===== src/rtl/hazard_detection_unit.sv =====
// hazard_detection_unit: ID-stage load-use stall and branch/jump flush control; HAZARD_PERF_CNT_EN adds event counters
module hazard_detection_unit #(
  parameter int LOAD_STALL_CYCLES = 1,
  parameter int CNT_W = 2
) (
  input  logic       clk,
  input  logic       reset,
  input  logic       ID_EX_MemRead,
  input  logic [4:0] ID_EX_Rt,
  input  logic [4:0] IF_ID_Rs,
  input  logic [4:0] IF_ID_Rt,
  input  logic       BranchTaken,
  input  logic       Jump,
  output logic       PCWrite,
  output logic       IF_ID_Write,
  output logic       ID_EX_Bubble,
  output logic       IF_ID_Flush,
  output logic       Stalling
`ifdef HAZARD_PERF_CNT_EN
  ,
  output logic [15:0] StallEvents,
  output logic [15:0] FlushEvents
`endif
);
  typedef enum logic {RUN, STALL} state_t;
  state_t state_q, state_d;
  logic [CNT_W-1:0] cnt_q, cnt_d;
  logic lu_hz, in_stall, hold;
  assign lu_hz = ID_EX_MemRead && (ID_EX_Rt != 5'd0) && (ID_EX_Rt == IF_ID_Rs || ID_EX_Rt == IF_ID_Rt);
  assign in_stall = state_q == STALL;
  // reset low overrides everything so a stall in progress is dropped at once
  assign hold = reset && (in_stall || lu_hz);
  always_comb begin
    PCWrite = !hold;
    IF_ID_Write = !hold;
    ID_EX_Bubble = hold;
    IF_ID_Flush = reset && !hold && (BranchTaken || Jump);
    Stalling = reset && in_stall;
  end
  always_comb begin
    state_d = state_q;
    cnt_d = cnt_q;
    if (in_stall) begin
      state_d = cnt_q == '0 ? RUN : STALL;
      cnt_d = cnt_q == '0 ? cnt_q : cnt_q - CNT_W'(1);
    end else if (lu_hz && LOAD_STALL_CYCLES > 1) begin
      state_d = STALL;
      cnt_d = CNT_W'(LOAD_STALL_CYCLES - 2);
    end
  end
  always_ff @(posedge clk) begin
    if (!reset) begin
      state_q <= RUN;
      cnt_q <= '0;
    end else begin
      state_q <= state_d;
      cnt_q <= cnt_d;
    end
  end
`ifdef HAZARD_PERF_CNT_EN
  logic [15:0] stall_ev_q, stall_ev_d, flush_ev_q, flush_ev_d;
  always_comb begin
    stall_ev_d = (!in_stall && lu_hz && stall_ev_q != 16'hFFFF) ? stall_ev_q + 16'd1 : stall_ev_q;
    flush_ev_d = (IF_ID_Flush && flush_ev_q != 16'hFFFF) ? flush_ev_q + 16'd1 : flush_ev_q;
  end
  always_ff @(posedge clk) begin
    if (!reset) begin
      stall_ev_q <= '0;
      flush_ev_q <= '0;
    end else begin
      stall_ev_q <= stall_ev_d;
      flush_ev_q <= flush_ev_d;
    end
  end
  assign StallEvents = stall_ev_q;
  assign FlushEvents = flush_ev_q;
`endif
endmodule


===== config.mk =====
export PLATFORM = sky130hd
export DESIGN_NAME = hazard_detection_unit
export DESIGN_NICKNAME = d
export VERILOG_FILES = /design/src/rtl/hazard_detection_unit.sv
export SDC_FILE = /design/constraint.sdc
export NUM_CORES = 1
export LEC_CHECK = 0
export BUFFER_PORTS_ARGS = -buffer_cell sky130_fd_sc_hd__buf_2
export CORE_AREA = 2 2 39 41
export CTS_BUF_LIST = sky130_fd_sc_hd__clkbuf_8
export CTS_CLUSTER_DIAMETER = 30
export CTS_CLUSTER_SIZE = 12
export DETAILED_ROUTE_END_ITERATION = 7
export DIE_AREA = 0 0 41 43
export GPL_TIMING_DRIVEN = 0
export PLACE_DENSITY = 0.51
export SLEW_MARGIN = 25
export SYNTH_ARGS = -nofsm -noshare
export SYNTH_HDL_FRONTEND = slang
export SYNTH_SLANG_ARGS = --single-unit

===== constraint.sdc =====
create_clock -name clk -period 1.5 [get_ports clk]
set_input_delay 0.15 -clock clk [delete_from_list [all_inputs] [get_ports clk]]
set_output_delay 0.15 -clock clk [all_outputs]
set_load 0.03 [all_outputs]

==> implementation parameters <==
Parameter                              Value

Yosys
  Post-synthesis cell count ... 35
  Most used standard cell by instance count after synthesis ... xnor2_1
  Average instance area after synthesis ... 8.40 um^2
  Portion of the post-synthesis area used by sequential elements ... 0.204
  Ys Warns ... 0
  Largest cells by area after synthesis ... xnor2_1 33%, dfxtp_1 20%, a211oi_2 4.3%
  Flip-flop and latch count after synthesis ... 3
  Most used flip-flop cell after synthesis ... dfxtp_1
  Yosys cell types ... 17
  Area share of the leading cell type in the synthesized netlist ... 0.328
  Async set-reset flop share out of synthesis ... 0
  Post-Syn Area ... slightly below 300 um^2
  Number of flops mapped to enable cells by yosys ... 0
  Library cell occupying the most area in the post-synthesis netlist ... xnor2_1
  Most used standard cells in the synthesized netlist ... 11 x xnor2_1, 3 x dfxtp_1, 3 x nand2_1
  Syn nets ... 56

CTS
  Clock tree from TritonCTS ... yes
  Clock-pin slew on the worst setup and hold paths ... approximately 0.030 ns
  H-tree level count ... 1
  Count of hold buffers inserted by post-cts repair ... 0
  Setup Buffers After CTS ... 0
  Insertion delay to the later sink of the worst-skew pair ... around 0.21 ns
  Root buffer cell ... clkbuf_8
  Buffer depth of the longest clock path ... 2
  Clock sink count ... 3
  Total clock buffers created by CTS ... 3

Routing
  Post-detailed-route DRC marker count ... 0
  Vias after detailed routing ... 323
  Number of iterations in the first detailed-routing pass ... 2
  Average detailed-routed wire length per instance ... ~8 um
  Number of violations reported at the end of detailed-routing iteration 0 ... 4
  Post-DR vias/cell ... between 4 and 5
  Overall routed net length ... roughly 640 um
  Remaining antenna violation count after routing ... 0

GRT
  Global-route wire length before repair ... 1080 um
  Remaining Overflow, GRT ... 0
  Antenna violations before repair ... 0
  Number of global-route vias before repair ... 299
  Global routing usage summed across all routing layers ... 0.0941
  Maximum number of pins on one net before global-route repair ... 7

STA
  Worst Hold Margin ... approximately 0.24 ns
  Number of pins with negative max-slew slack in the final report ... 0
  Largest clock skew in the final design ... about 0.0014 ns
  Fmax ... between 600 and 700 MHz
  Total setup violations reported at the end of the flow ... 4
  Transition time of the tightest slew-check pin ... around 0.35 ns
  Tcrit/Tclk final ... 1.02
  Number of failing hold endpoints at the final stage ... 0
  Final Critical Period ... around 1.5 ns
  Setup total negative slack ... -0.0888 ns
  Final worst setup slack ... -0.0298 ns
  RSZ-0062 raised after global routing ... yes
  Worst max-slew margin expressed relative to the limit ... 0.767

Worst setup path
  Count of cells along the worst register-to-register path ... 5
  Cell with the most instances on the worst path ... buf_6
  Arrival time of the worst setup path ... around 1.4 ns
  Endpoint class of the critical path ... output pin
  Ordered cell list for the critical path ... buf_8 > or4_4 > o21a_4 > a31oi_4 > buf_6 > buf_6
  Number of logic stages on the critical path including buffering ... 6
  Biggest fanout along the worst timing path ... 3
  Endpoint required time on the critical path ... roughly 1.4 ns
  Slowest stage delay, CP ... ~0.52 ns
  Setup CP Type ... in2out
  Cell with the largest stage delay on the worst path ... or4_4
  Count of buffer and inverter cells on the critical path ... 3
  Category of the worst setup path launch point ... primary input
  Top Family by Delay on Critical Path ... simple AND/OR/NAND/NOR gates

Floorplanning
  Die width ... ~40 um
  Die Span Y ... around 43 um
  Placeable core region ... about 1400 um^2
  Full die area ... between 1500 and 2000 um^2
  Number of top-level design ports ... 25
  Number of standard-cell rows in the floorplan ... 14
  Initial Utilization ... 0.212

Status
  Violated checks ... setup timing
  Outcome ... finished, violations left

Min path
  Type of the worst min-delay path ... in2reg
  Hold path cells ... 2

Layout
  Number of filler instances in the final layout ... approximately 140
  Final-stage net count ... 85
  Fraction of final layout cells with drive strength greater than 1 ... 0.524
  Antenna diode count ... 0
  Layout overhead on the synthesized area ... 89.8%

Power and ir drop
  VDD IR-drop max ... around 0.00047 V
  Power density of the placed cells ... approximately 730 nW/um^2
  Leak Pwr ... 0.240 nW
  Final Total Pwr ... between 0.0004 and 0.0005 W

Run
  Max-capacitance violation count ... 0

Place
  Buffers added on ports ... 24
  Routability congestion estimate ... approximately 0.65
worst register-to-register path, stage by stage (launching register included):
cell	delay (ns)
dfxtp_1	0.30
inv_1	0.05
ha_1	0.21
nor2b_1	0.21
xnor2_1	0.08
and2_1	0.15
cells in the final DEF, fill, tap and decap left out, types with 2 or more instances in the layout:
master,n
buf_2,19
xnor2_1,11
buf_6,5
inv_1,3
nand2_1,3
clkbuf_8,3
dfxtp_1,3
nand3_1,2
and2_1,2
nor2b_1,2
final timing paths:
| check | end | slack [ns] | start |
|---|---|---|---|
| worst max-delay path | PCWrite | -0.03 | ID_EX_Rt[1] |
| worst min-delay path | cnt_q[1] | 0.24 | reset |
| worst min register to register | cnt_q[1] | 0.49 | cnt_q[1] |
| worst max register to register | cnt_q[0] | 0.39 | cnt_q[0] |
cell families (layout without fill, tap and decap cells):
group	count (synthesis)	in the layout	share of synthesized area
AND/OR/NAND/NOR	10	10	0.183
buffers and inverters	3	31	0.0511
XOR/XNOR	11	11	0.328
AO/OA/AOI/OAI	7	7	0.192
adder cells (fa/ha/maj)	1	1	0.0425
flip-flops	3	3	0.204
layer usage:
| layer | vias up | track usage | part of all wire |
|---|---|---|---|
| met5 | - | 0 | 0 |
| met4 | 0 | 0.0600 | 0 |
| met3 | 0 | 0.0471 | 0.15 |
| met2 | 24 | 0.113 | 0.41 |
| met1 | 126 | 0.127 | 0.44 |
| li1 | 173 | - | - |
power breakdown:
group | internal (W) | leakage (nW) | total (W) | switching, W
Sequential | 0.0000804 | 0.0241 | 0.0000804 | 0
Combinational | 0.0000587 | 0.189 | 0.000104 | 0.0000456
Clock | 0.000174 | 0.0269 | 0.000223 | 0.0000488
Total | 0.000313 | 0.240 | 0.000407 | 0.0000944
final cells by class:
| class | instances | area (um^2) | share of cell area |
|---|---|---|---|
| Buffer | 1 | 11.3 | 0.0202 |
| Clock buffer | 3 | 41.3 | 0.0740 |
| Clock inverter | 1 | 3.75 | 0.00673 |
| Inverter | 2 | 7.51 | 0.0135 |
| Multi-Input combinational cell | 29 | 259 | 0.464 |
| Sequential cell | 3 | 60.1 | 0.108 |
| Tap cell | 16 | 20.0 | 0.0359 |
| Timing Repair Buffer | 24 | 155 | 0.278 |
sequential cells by signal (all words and copies together), names as in the netlist:
register and cells:
cnt_q 2, in_stall 1
metrics by stage:
stage | instances | setup WS (ns) | utilization | cell area (um^2)
floorplan | 35 | -0.0550 | - | 317
global placement | 75 | -0.189 | 0.330 | 457
detailed placement | 75 | -0.189 | 0.330 | 457
CTS | 79 | -0.0584 | 0.401 | 554
global route | 79 | -0.0634 | 0.403 | 558
finish | 79 | -0.0298 | 0.403 | 558
what timing repair did:
| action | CTS | global route |
|---|---|---|
| pin swaps | 2 | 1 |
| resized for setup | 15 | 1 |
| endpoints found under the setup margin | 4 | 4 |
| cloned | 0 | 0 |
No activity file was read; power rests on OpenSTA's default activity.
